### config.mk
export PLATFORM = sky130hd
export DESIGN_NAME = bsg_upstream_out_serializer_flat
export DESIGN_NICKNAME = d
export VERILOG_FILES = /design/src/rtl/bsg_upstream_out_serializer_pkg.sv /design/src/rtl/bsg_upstream_out_serializer_if.sv /design/src/rtl/bsg_upstream_out_serializer_fifo.sv /design/src/rtl/bsg_upstream_out_serializer.sv /design/src/flat_wrapper.sv
export SDC_FILE = /design/constraint.sdc
export NUM_CORES = 1
export LEC_CHECK = 0
export CAP_MARGIN = 30
export CORE_MARGIN = 1
export CORE_UTILIZATION = 50
export DETAILED_ROUTE_END_ITERATION = 12
export HOLD_SLACK_MARGIN = 0.03
export PLACE_DENSITY = 0.67
export SKIP_CTS_REPAIR_TIMING = 1
export SLEW_MARGIN = 20
export SYNTH_ARGS = -nofsm -noshare
export SYNTH_HDL_FRONTEND = slang
export SYNTH_HIERARCHICAL = 1
export SYNTH_SLANG_ARGS = --single-unit
### constraint.sdc
create_clock -name clk -period 9.4 [get_ports clk]
set_input_delay 1.88 -clock clk [delete_from_list [all_inputs] [get_ports clk]]
set_output_delay 1.88 -clock clk [all_outputs]
set_load 0.005 [all_outputs]
### src/rtl/bsg_upstream_out_serializer_pkg.sv
// Shared types and elaboration helpers for the parametrised upstream output serializer.
package bsg_upstream_pkg;

    typedef enum logic {
        IDLE = 1'b0,
        SEND = 1'b1
    } state_e;

    function automatic int unsigned calc_beats(input int unsigned core_w,
                                               input int unsigned num_ch,
                                               input int unsigned ch_w);
        return core_w / (num_ch * ch_w);
    endfunction

    function automatic int unsigned calc_bw(input int unsigned beats);
        return (beats <= 1) ? 1 : $clog2(beats);
    endfunction

    function automatic bit is_pow2(input int unsigned v);
        return (v != 0) && ((v & (v - 1)) == 0);
    endfunction

    // Word must split into whole beats; FIFO pointers rely on natural wrap.
    function automatic bit params_ok(input int unsigned core_w,
                                     input int unsigned num_ch,
                                     input int unsigned ch_w,
                                     input int unsigned fifo_depth);
        return (num_ch != 0) && (ch_w != 0) && (core_w != 0)
            && ((core_w % (num_ch * ch_w)) == 0)
            && is_pow2(fifo_depth) && (fifo_depth >= 2);
    endfunction

endpackage

### src/rtl/bsg_upstream_out_serializer_if.sv
// Core-side word handshake and io-side beat handshake of the upstream serializer.
interface bsg_upstream_out_serializer_if
    import bsg_upstream_pkg::*;
#(
    parameter int unsigned CORE_W = 64,
    parameter int unsigned NUM_CH = 2,
    parameter int unsigned CH_W   = 8
);
    localparam int unsigned IO_W = NUM_CH * CH_W;
    localparam int unsigned BW   = calc_bw(calc_beats(CORE_W, NUM_CH, CH_W));

    logic              core_valid_in;
    logic [CORE_W-1:0] core_data_in;
    logic              core_ready_out;
    logic              io_ready;
    logic              io_valid_out;
    logic [IO_W-1:0]   io_data_out;
    logic [BW-1:0]     io_beat_idx;
    logic              busy;

    // Serializer side.
    modport master (
        input  core_valid_in, core_data_in, io_ready,
        output core_ready_out, io_valid_out, io_data_out, io_beat_idx, busy
    );

    // Producer / io driver side.
    modport slave (
        output core_valid_in, core_data_in, io_ready,
        input  core_ready_out, io_valid_out, io_data_out, io_beat_idx, busy
    );

endinterface

### src/rtl/bsg_upstream_out_serializer_fifo.sv
// Small synchronous word FIFO; read data is the combinational head entry.
module bsg_upstream_fifo
    import bsg_upstream_pkg::*;
#(
    parameter int unsigned WIDTH = 64,
    parameter int unsigned DEPTH = 4
) (
    input  logic             clk,
    input  logic             rst,
    input  logic             push,
    input  logic [WIDTH-1:0] push_data,
    input  logic             pop,
    output logic [WIDTH-1:0] pop_data,
    output logic             full,
    output logic             empty
);
    localparam int unsigned AW = (DEPTH <= 2) ? 1 : $clog2(DEPTH);
    localparam int unsigned CW = $clog2(DEPTH + 1);

    logic [WIDTH-1:0] mem [DEPTH];
    logic [AW-1:0]    wr_ptr;
    logic [AW-1:0]    rd_ptr;
    logic [CW-1:0]    count;
    logic             do_push;
    logic             do_pop;

    assign full     = (count == CW'(DEPTH));
    assign empty    = (count == '0);
    assign do_push  = push && !full;
    assign do_pop   = pop && !empty;
    assign pop_data = mem[rd_ptr];

    always_ff @(posedge clk) begin
        if (do_push) begin
            mem[wr_ptr] <= push_data;
        end
    end

    always_ff @(posedge clk) begin
        if (rst) begin
            wr_ptr <= '0;
            rd_ptr <= '0;
            count  <= '0;
        end else begin
            if (do_push) begin
                wr_ptr <= wr_ptr + AW'(1);
            end
            if (do_pop) begin
                rd_ptr <= rd_ptr + AW'(1);
            end
            case ({do_push, do_pop})
                2'b10:   count <= count + CW'(1);
                2'b01:   count <= count - CW'(1);
                default: count <= count;
            endcase
        end
    end

endmodule

### src/rtl/bsg_upstream_out_serializer.sv
// Buffers core words and serialises each over BEATS io beats of NUM_CH*CH_W bits.
module bsg_upstream_out_serializer
    import bsg_upstream_pkg::*;
#(
    parameter int unsigned CORE_W     = 64,
    parameter int unsigned NUM_CH     = 2,
    parameter int unsigned CH_W       = 8,
    parameter int unsigned FIFO_DEPTH = 4
) (
    input  logic                          clk,
    input  logic                          rst,
    bsg_upstream_out_serializer_if.master ifc
);
    localparam int unsigned IO_W  = NUM_CH * CH_W;
    localparam int unsigned BEATS = calc_beats(CORE_W, NUM_CH, CH_W);
    localparam int unsigned BW    = calc_bw(BEATS);
    localparam logic [BW-1:0] LAST_BEAT = BW'(BEATS - 1);

    if (!params_ok(CORE_W, NUM_CH, CH_W, FIFO_DEPTH)) begin : g_param_check
        $error("bsg_upstream_out_serializer: CORE_W must divide into NUM_CH*CH_W beats and FIFO_DEPTH must be a power of 2 >= 2");
    end

    state_e            state;
    logic [CORE_W-1:0] shreg;
    logic [BW-1:0]     beat;
    logic              valid_q;
    logic              ready_en;

    logic              fifo_full;
    logic              fifo_empty;
    logic [CORE_W-1:0] fifo_data;
    logic              push;
    logic              pop;
    logic              last;

    // ready_en keeps core_ready_out low through reset and releases it one edge later.
    assign ifc.core_ready_out = ready_en && !fifo_full;
    assign push               = ifc.core_valid_in && ifc.core_ready_out;
    assign last               = (beat == LAST_BEAT);
    assign pop                = !fifo_empty
                              && ((state == IDLE) || (ifc.io_ready && last));

    bsg_upstream_fifo #(
        .WIDTH (CORE_W),
        .DEPTH (FIFO_DEPTH)
    ) u_fifo (
        .clk       (clk),
        .rst       (rst),
        .push      (push),
        .push_data (ifc.core_data_in),
        .pop       (pop),
        .pop_data  (fifo_data),
        .full      (fifo_full),
        .empty     (fifo_empty)
    );

    always_ff @(posedge clk) begin
        if (rst) begin
            state    <= IDLE;
            shreg    <= '0;
            beat     <= '0;
            valid_q  <= 1'b0;
            ready_en <= 1'b0;
        end else begin
            ready_en <= 1'b1;
            case (state)
                IDLE: begin
                    if (pop) begin
                        shreg   <= fifo_data;
                        beat    <= '0;
                        valid_q <= 1'b1;
                        state   <= SEND;
                    end
                end
                SEND: begin
                    if (ifc.io_ready) begin
                        if (!last) begin
                            shreg <= shreg >> IO_W;
                            beat  <= beat + BW'(1);
                        end else if (pop) begin
                            // Next word loads straight behind the last beat, no bubble.
                            shreg <= fifo_data;
                            beat  <= '0;
                        end else begin
                            valid_q <= 1'b0;
                            state   <= IDLE;
                        end
                    end
                end
                default: begin
                    valid_q <= 1'b0;
                    state   <= IDLE;
                end
            endcase
        end
    end

    assign ifc.io_valid_out = valid_q;
    assign ifc.io_data_out  = shreg[IO_W-1:0];
    assign ifc.io_beat_idx  = beat;
    assign ifc.busy         = !fifo_empty || (state == SEND);

endmodule

### src/flat_wrapper.sv
// flat-port wrapper written by rule: the top's interface ports become plain ports
module bsg_upstream_out_serializer_flat import bsg_upstream_pkg::*;
#(
    parameter int unsigned CORE_W     = 64,
    parameter int unsigned NUM_CH     = 2,
    parameter int unsigned CH_W       = 8,
    parameter int unsigned FIFO_DEPTH = 4
)
  (clk, rst, ifc_core_valid_in, ifc_core_data_in, ifc_io_ready, ifc_core_ready_out, ifc_io_valid_out, ifc_io_data_out, ifc_io_beat_idx, ifc_busy);
  bsg_upstream_out_serializer_if #(.CORE_W(CORE_W), .NUM_CH(NUM_CH), .CH_W(CH_W)) ifc_i ();
  input  logic clk;
  input  logic rst;
  input wire logic [$bits(ifc_i.core_valid_in)-1:0] ifc_core_valid_in;
  input wire logic [$bits(ifc_i.core_data_in)-1:0] ifc_core_data_in;
  input wire logic [$bits(ifc_i.io_ready)-1:0] ifc_io_ready;
  output wire logic [$bits(ifc_i.core_ready_out)-1:0] ifc_core_ready_out;
  output wire logic [$bits(ifc_i.io_valid_out)-1:0] ifc_io_valid_out;
  output wire logic [$bits(ifc_i.io_data_out)-1:0] ifc_io_data_out;
  output wire logic [$bits(ifc_i.io_beat_idx)-1:0] ifc_io_beat_idx;
  output wire logic [$bits(ifc_i.busy)-1:0] ifc_busy;
  assign ifc_i.core_valid_in = ifc_core_valid_in;
  assign ifc_i.core_data_in = ifc_core_data_in;
  assign ifc_i.io_ready = ifc_io_ready;
  assign ifc_core_ready_out = ifc_i.core_ready_out;
  assign ifc_io_valid_out = ifc_i.io_valid_out;
  assign ifc_io_data_out = ifc_i.io_data_out;
  assign ifc_io_beat_idx = ifc_i.io_beat_idx;
  assign ifc_busy = ifc_i.busy;
  bsg_upstream_out_serializer #(.CORE_W(CORE_W), .NUM_CH(NUM_CH), .CH_W(CH_W), .FIFO_DEPTH(FIFO_DEPTH)) u_core (.clk(clk), .rst(rst), .ifc(ifc_i));
endmodule
* Yosys cells after proc, flatten, opt, wreduce, memory -nomap -nowiden *
Memories as Yosys holds them, arrays and structs flattened. A register that Yosys moved wholly into a read port is not among the register bits.
Index checks and enable logic that the tools add are counted.

word-level totals
  register bits = 76
  memory bits (writable) = 256
  input port bits = 68
  output and inout port bits = 21
  memories kept = 1

cells by class
  $add $sub $neg = 5
  equal/unequal tests = 8
  multiplexer cells = 23
  bitwise operators = 1
  reductions and logical operators = 13

memories
  memory             depth  bits a word  rd ports  clocked after memory_dff  wr ports  line                                    text
  u_core.u_fifo.mem  4      64           1         1                         1         bsg_upstream_out_serializer_fifo.sv:20  logic [WIDTH-1:0] mem [DEPTH];

operators with widths
  kind                                                                number
  64-bit two-way mux                                                  3
  64-bit one-hot mux with 2 select lines                              1
  1-bit two-way mux                                                   10
  2-bit two-way mux                                                   5
  2-bit != test, second input constant                                4
  2-bit by 1-bit adder with 2-bit output, second input constant       3
  1-bit logical AND                                                   6
  3-bit one-hot mux with 2 select lines                               1
  2-bit == test, second input constant                                2
  1-bit one-hot mux with 2 select lines                               2
  2-bit one-hot mux with 2 select lines                               1
  4-bit AND reduction                                                 1
  3-bit by 1-bit adder with 3-bit output, second input constant       1
  3-bit == test, second input constant                                1
  3-bit logical NOT                                                   1
  3-bit by 1-bit subtractor with 3-bit output, second input constant  1
  2-bit by 1-bit == test with 1-bit output, second input constant     1
  1-bit logical NOT                                                   2
  1-bit logical OR                                                    2
  2-bit nonzero test                                                  1
  1-bit inverter                                                      1

* Longest topological paths before layout *
Gate-level depths: netlist (run 1).

  depth after elaboration = 8
  depth in mapped cells = 15
  depth with buffers taken out = 12

* Cells and area by module *
Netlist (run 1), hierarchy kept.

modules (own cells, without submodules)
  module                       instances  cells an instance  area an instance (µm²)  sequential area each (µm²)
  bsg_upstream_fifo            1          388                9785.6                  7867.5
  bsg_upstream_out_serializer  1          301                2925.3                  1381.3

* Worst setup path after synthesis (run 1) *
OpenSTA, ideal clock, no wires.

  path type = input to register
  start point = in ifc_core_valid_in
  end point = mem u_core.u_fifo.mem[0][0] (enable)
  data arrival time = 3.823 ns
  required time = 8.971 ns
  path slack = 5.149 ns
  stages on the path = 4
  buffers on the path = 0
  path through = and2_1 inv_1 nor2_1 and2_1

between the ends
  cells in the longest elaborated chain, start to end = 4

ends and longest elaborated chain
  item                                     line                                    text
  from (decl)                              flat_wrapper.sv:13                      input wire logic [$bits(ifc_i.core_valid_in)-1:0] ifc_core_valid_in;
  1-bit logical AND                        bsg_upstream_out_serializer.sv:38       assign push = ifc.core_valid_in && ifc.core_ready_out;
  1-bit logical AND                        bsg_upstream_out_serializer_fifo.sv:29  assign do_push = push && !full;
  1-bit two-way mux                        bsg_upstream_out_serializer_fifo.sv:34  if (do_push) begin
  1-bit two-way mux (not written as such)  bsg_upstream_out_serializer_fifo.sv:35  mem[wr_ptr] <= push_data;
  to (decl)                                bsg_upstream_out_serializer_fifo.sv:20

Every way passes these cells.

* Worst setup path after layout (run 1) *
  start point = in ifc_io_ready
  end point = reg u_core.u_fifo.count[2]

between the ends
  cells in the longest elaborated chain, start to end = 6
  elaborated cells between the ends (all ways) = 8
  classes of those cells = eq/ne (2); mux (1); reduce/logical (5)

ends and longest elaborated chain
  item                                                                         line                                    text
  from (decl)                                                                  flat_wrapper.sv:15                      input wire logic [$bits(ifc_i.io_ready)-1:0] ifc_io_ready;
  1-bit logical AND (*)                                                        bsg_upstream_out_serializer.sv:41       && ((state == IDLE) || (ifc.io_ready && last));
  1-bit logical OR (*)                                                         bsg_upstream_out_serializer.sv:41
  1-bit logical AND (*)                                                        bsg_upstream_out_serializer.sv:41
  net u_core.pop                                                               bsg_upstream_out_serializer.sv:33       logic pop;
  1-bit logical AND (*)                                                        bsg_upstream_out_serializer_fifo.sv:30  assign do_pop = pop && !empty;
  net u_core.u_fifo.do_pop                                                     bsg_upstream_out_serializer_fifo.sv:25  logic do_pop;
  2-bit by 1-bit == test with 1-bit output or 2-bit == test (tied branches)    bsg_upstream_out_serializer_fifo.sv:51  case ({do_push, do_pop})
  3-bit one-hot mux with 2 select lines or 2-bit nonzero test (tied branches)  --
  to (signal assigned)                                                         bsg_upstream_out_serializer_fifo.sv:52  2'b10: count <= count + CW'(1);
  to (signal assigned)                                                         bsg_upstream_out_serializer_fifo.sv:53  2'b01: count <= count - CW'(1);
  to (signal assigned)                                                         bsg_upstream_out_serializer_fifo.sv:54  default: count <= count;
  to (decl)                                                                    bsg_upstream_out_serializer_fifo.sv:23  logic [CW-1:0] count;

The timed path passes the listed nets; every way through them passes the cells marked *.
A chain may end at the register's enable or synchronous reset.

==> results of run 1 <==
metrics by stage:
| stage | power (mW) | instances | util (%) |
|---|---|---|---|
| finish | 3.772 | 1123 | 60.54 |
| global route | 3.935 | 1123 | 60.54 |
| CTS | 3.806 | 1121 | 60.35 |
| detailed placement | 2.507 | 1059 | 55.92 |
| global placement | 2.467 | 1054 | 55.53 |
| floorplan | 2.310 | 689 | - |
registers in the layout, summed over array words and instances (netlist names), named ones only:
register / flops
u_core/ready_en: 1
u_core/state: 1
u_core/u_fifo/count: 3
u_core/ifc.io_valid_out: 1
u_core/u_fifo/wr_ptr: 2
u_core/ifc.io_beat_idx: 2
u_core/u_fifo/rd_ptr: 2
u_core/shreg: 64
u_core/u_fifo/mem: 256
kinds of logic (layout without fill, tap and decap cells):
| kind of cell | count (synthesis) | after routing |
|---|---|---|
| AO/OA/AOI/OAI | 128 | 128 |
| XOR/XNOR | 3 | 3 |
| adder cells (fa/ha/maj) | 7 | 7 |
| buffers and inverters | 115 | 225 |
| flip-flops | 334 | 334 |
| multiplexers | 65 | 65 |
| AND/OR/NAND/NOR | 37 | 37 |
final cells by class:
class	count	share of cell area [%]
inverter	58	1.462
sequential	334	62.13
clock buffer	56	6.963
multi-input combinational	240	19.03
clock inverter	6	0.3528
tap	324	2.722
timing repair buffer	105	7.341
per-layer routing:
metal / vias to the layer above / GRT usage, % / routed length [um]
met4: 0 / 5.146 / 432
met1: 3265 / 26.77 / 10570
met5: - / 0 / 0
met3: 40 / 3.005 / 1250
li1: 2893 / - / -
met2: 183 / 31.62 / 11950
where the power goes:
part           switching (mW)  total (mW)  leakage, nW  internal, mW
Combinational           0.305       0.630         1.38         0.325
Clock                   0.516        1.30        0.531         0.781
Sequential             0.0991        1.84         2.97          1.75
Total                   0.920        3.77         4.88          2.85
synth_stat cells (7+ instances only):
cell      number
o221a_1        9
inv_1         58
a21oi_1       55
mux4_2        60
dfxtp_1       78
buf_4         16
edfxtp_1     256
buf_2         18
o221a_2       40
clkbuf_1       8
a22o_1        17
nor2_1         7
how the worst max path moves through the flow:
| stage | startpoint | endpoint | slack, ns | cells past startpoint |
|---|---|---|---|---|
| floorplan | ifc_core_valid_in | u_core/u_fifo/mem[0][0] | 5.15 | 4 |
| global placement | ifc_io_ready | u_core/u_fifo/count[2] | 4.50 | 12 |
| detailed placement | ifc_io_ready | u_core/u_fifo/count[2] | 4.66 | 12 |
| CTS | ifc_io_ready | u_core/u_fifo/count[2] | 5.19 | 12 |
| global route | ifc_io_ready | u_core/u_fifo/count[2] | 5.05 | 12 |
| finish | ifc_io_ready | u_core/u_fifo/count[2] | 5.17 | 12 |
critical path: cells and delay by family:
family	cells	cell delay [ns]
buffers and inverters	4	0.87
AND/OR/NAND/NOR	2	0.80
adder cells (fa/ha/maj)	2	0.55
AO/OA/AOI/OAI	3	0.39
XOR/XNOR	1	0.17
==> metrics.txt, run 1 <==
status finished clean; Horiz. Die Dim 161.4 um; number of antenna violations at the first check in global routing 0; Netlist Area Pre-Place 12710 sq um; power density cells 253.3 nW/um^2; compound-gate portion of the synthesized area between 8 and 9%; die boundary height 161.4 um; Critical Path, Cell by Cell clkdlybuf4s50_1 > a21boi_1 > or2_2 > inv_1 > o31ai_1 > inv_1 > ha_1 > inv_1 > fa_1 > xor2_1 > or3_1 > a21oi_1; slew at the pin closest to its max-slew limit 0.9896 ns; min-delay worst type flop to flop; depth of the worst register-to-register path 12; post-synthesis xor/xnor area fraction 0.2067%; detailed placement HPWL 14.20 mm; share of the yosys chip area belonging to registers just over 70%; fraction of the mapped netlist area in simple logic gates 1.683%; worst-skew pair later-pin latency approximately 0.50 ns; clock period minus final worst setup slack ~4.2 ns; most common cell after layout, fill and taps aside edfxtp_1; DR iter-0 viols between 400 and 500; cell mode on critical path inv_1; clock tree from TritonCTS yes; worst vdd ir 0.0001691 V; data arrival time at the worst-slack endpoint 4.65 ns; total number of clock tree sinks 334; TritonRoute pass-1 iters 5; cell count after synthesis 689; startpoint of the lowest-slack register-to-register path u_core/ifc.io_beat_idx[0]; root buffer selected by CTS clkbuf_16; RSZ-0062 raised after global routing false; count of buffers from port buffering 88; area of the die 26060 sq um; master of the slowest instance on the critical path clkdlybuf4s50_1; highest cell delay on the worst timing path just under 0.6 ns; worst hold path stage count 1; dominant cell type by area after synthesis edfxtp_1; start point of the worst min-delay path u_core/shreg[50]; Final Hold Fails 0; wire length of the first global-routing pass 37.85 mm; post-place instance area 13760 sq um; sum of routed wire length over all layers between 20 and 25 mm; reg-to-reg endpoint u_core/u_fifo/count[2]; fill count 1802; top flip-flop cell by instance count after synthesis edfxtp_1; placer's final routability congestion estimate between 0.7 and 0.8; top-level port count 89; critical path endpoint category flop; critical path data required time around 9.8 ns; Via-to-Cell Ratio 5.682; FP Rows between 50 and 60; proportion of layout cells with a drive suffix above 1 around 22%; final net count 849; Seq. cell area 9254 sq um; CTS max path bufs 3; DRC viols 0; element type at the critical path start input pin; overall fraction of global-route tracks in use about a fifth; H-tree depth 2; count of flip-flops with a built-in enable after synthesis about 260; Starting Density 51.66%; average size of a mapped cell 18.45 sq um; drt wl/cell between 20 and 25 um; number of distinct standard cells referenced by the synthesized netlist 38; overflow left after global routing 0; largest cells by area after synthesis edfxtp_1, dfxtp_1, mux4_2; # setup viols final 0; area of the multi-input gates 2835 sq um; largest net degree at the start of global routing 65; tightest hold margin 0.4775 ns; via count of the first global-routing pass 6735; synthesized-area fraction occupied by adder cells 0.7481%; type of the setup path with the least slack input pin to flop; slack of the critical path a little over 5 ns; yosys warns 6; FFs w/ async S/R, synth 0%; reported max-cap violation count 0; final number of max-transition violations 0; Synth Net Count about 760; largest family of logic cells by synthesized area multiplexers; highest attainable clock frequency around 240 MHz; multiplexer share of the synthesized area 11.54%; total non-filler cell area in the finished layout 14900 sq um; Worst Path Max Fanout 17; register-to-register setup slack 6.51 ns; Final Cycle Share 44.95%; final clock skew 0.01034 ns; highest-count cells in the layout ignoring fill and taps edfxtp_1, clkdlybuf4s50_1, dfxtp_1; Max transition margin between 30% and 40%; static leakage 4.877 nW; post-placement setup slack about 4.7 ns; Min-Delay Endpoint u_core/shreg[50]; post-synth top area share 60.48%; Detail Route Antenna Nets 0; total core area 24600 sq um; flops & latches, synth 334; total vias in the final route about 6400; count of inserted antenna diode cells 0; post-CTS clock slew at the launch and capture registers of the worst setup and hold paths 0.06 ns; Area growth, synth to finish 17.19%; Setup Total Neg Slack 0 ns; clock buffer count from CTS 35
Power figures use the tool's default switching activity.
==> run 2: changes to the inputs <==
--- a/config.mk
+++ b/config.mk
@@ -10,7 +10,7 @@
 export CORE_UTILIZATION = 50
 export DETAILED_ROUTE_END_ITERATION = 12
 export HOLD_SLACK_MARGIN = 0.03
-export PLACE_DENSITY = 0.67
+export PLACE_DENSITY = 0.7
 export SKIP_CTS_REPAIR_TIMING = 1
 export SLEW_MARGIN = 20
 export SYNTH_ARGS = -nofsm -noshare
==> constraint.sdc (replaced) <==
create_clock -name clk -period 3.4 [get_ports clk]
set_input_delay 0.68 -clock clk [delete_from_list [all_inputs] [get_ports clk]]
set_output_delay 0.68 -clock clk [all_outputs]
set_load 0.005 [all_outputs]
==> metrics.txt, run 2 (synthesis results as in run 1) <==
registers with the most flip-flops u_core/u_fifo/mem: 256 flops, u_core/shreg: 64 flops, u_core/u_fifo/count: 3 flops; Area growth, synth to finish 16.76%; die boundary height 161.4 um; sum of internal, switching and leakage power roughly 10 mW; number of antenna violations at the first check in global routing 1; # setup viols final 0; placer's final routability congestion estimate 0.7562; post-place instance area 13780 sq um; critical path data required time 3.82 ns; total number of clock tree sinks 334; total non-filler cell area in the finished layout ~15000 sq um; detailed placement HPWL roughly 15 mm; most common cell after layout, fill and taps aside edfxtp_1; largest net degree at the start of global routing 65; Detail Route Antenna Nets 0; Starting Density 51.66%; reported max-cap violation count 0; Worst Path Max Fanout 7; overall fraction of global-route tracks in use 19.68%; top-level port count 89; via count of the first global-routing pass roughly 6900; total core area between 20000 and 25000 sq um; final cell count without fillers 1122; Via-to-Cell Ratio 5.745; slew at the pin closest to its max-slew limit about 0.78 ns; clock period minus final worst setup slack 2.830 ns; clock tree from TritonCTS yes; DR iter-0 viols between 500 and 600; DRC viols 0; element type at the critical path start input pin; overflow left after global routing 0; worst vdd ir 0.0004084 V; clock buffer count from CTS 34; sum of routed wire length over all layers approximately 25 mm; Post-Route Utilization between 60% and 70%; slack of the critical path 0.5702 ns; Final Cycle Share 83.23%; CTS max path bufs 3; drt wl/cell 22.18 um; root buffer selected by CTS clkbuf_16; highest attainable clock frequency 353.4 MHz; area of the die between 20000 and 30000 sq um; Final Hold Fails 0; static leakage 4.848 nW; TritonRoute pass-1 iters 5; Critical Path, Cell by Cell clkdlybuf4s50_1 > a21boi_1 > or2_2 > inv_1 > o31ai_1 > inv_1 > ha_1 > inv_1 > fa_1 > xor2_1 > or3_1 > a21oi_1; status finished clean; data arrival time at the worst-slack endpoint 3.25 ns; critical path endpoint category flop; type of the setup path with the least slack input pin to flop; highest cell delay on the worst timing path between 0.5 and 0.6 ns; H-tree depth 2; Horiz. Die Dim 161.4 um; RSZ-0062 raised after global routing false; worst-skew pair later-pin latency 0.50 ns; Largest register FFs around 260; Setup Total Neg Slack 0 ns; FP Rows 57; post-placement setup slack 0.1012 ns; final clock skew roughly 0.019 ns; post-CTS clock slew at the launch and capture registers of the worst setup and hold paths 0.06 ns; cell mode on critical path inv_1; cell count after placement 1061; power density cells 696.6 nW/um^2; proportion of layout cells with a drive suffix above 1 21.71%; highest-count cells in the layout ignoring fill and taps edfxtp_1, clkdlybuf4s50_1, dfxtp_1; tightest hold margin 0.4544 ns; Max transition margin 47.95%; total vias in the final route 6446; master of the slowest instance on the critical path clkdlybuf4s50_1; min-delay worst type input pin to flop; final number of max-transition violations 0; final net count 848; wire length of the first global-routing pass 38.88 mm; register name with the most flops u_core/u_fifo/mem; count of buffers from port buffering 88
-- run 2: final timing paths --
path	endpoint	from	cells past startpoint	slack [ns]
worst max-delay path	u_core/u_fifo/count[2]	ifc_io_ready	12	0.57
worst min-delay path	u_core/ifc.io_beat_idx[1]	rst	2	0.45
worst max register to register	u_core/u_fifo/count[2]	u_core/ifc.io_beat_idx[0]	12	0.69
worst min register to register	u_core/shreg[50]	u_core/shreg[50]	1	0.48
-- run 2: final cells by class --
cell class	instances	area [sq um]
fillers	1776	9763
flip-flops and latches	334	9254
multi-input cells	240	2835
repair buffers	105	1066
clock buffers	55	1032
well taps	324	405.4
inverters	58	217.7
clock inverters	5	28.78
diodes	1	2.502
-- run 2: report_power, final --
part | switching, mW | internal, mW | leakage [nW]
clock | 1.42 | 2.08 | 0.514
combinational | 0.843 | 0.884 | 1.37
sequential | 0.289 | 4.83 | 2.97
-- run 2: routing by layer --
layer / vias up / share of wire [%] / track usage [%] / wire length (um)
met4: 0 / 1.9 / 5.317 / 484
met3: 42 / 5.5 / 3.621 / 1371
met2: 198 / 50 / 33.68 / 12420
li1: 2886 / - / - / -
met1: 3320 / 43 / 25.91 / 10620
met5: - / 0 / 0 / 0
-- run 2: critical path, delay by kind of cell --
family / cells / cell delay (ns)
compound gates: 3 / 0.39
xor+xnor: 1 / 0.16
fa+ha+maj: 2 / 0.56
buf+inv: 4 / 0.80
simple gates: 2 / 0.63
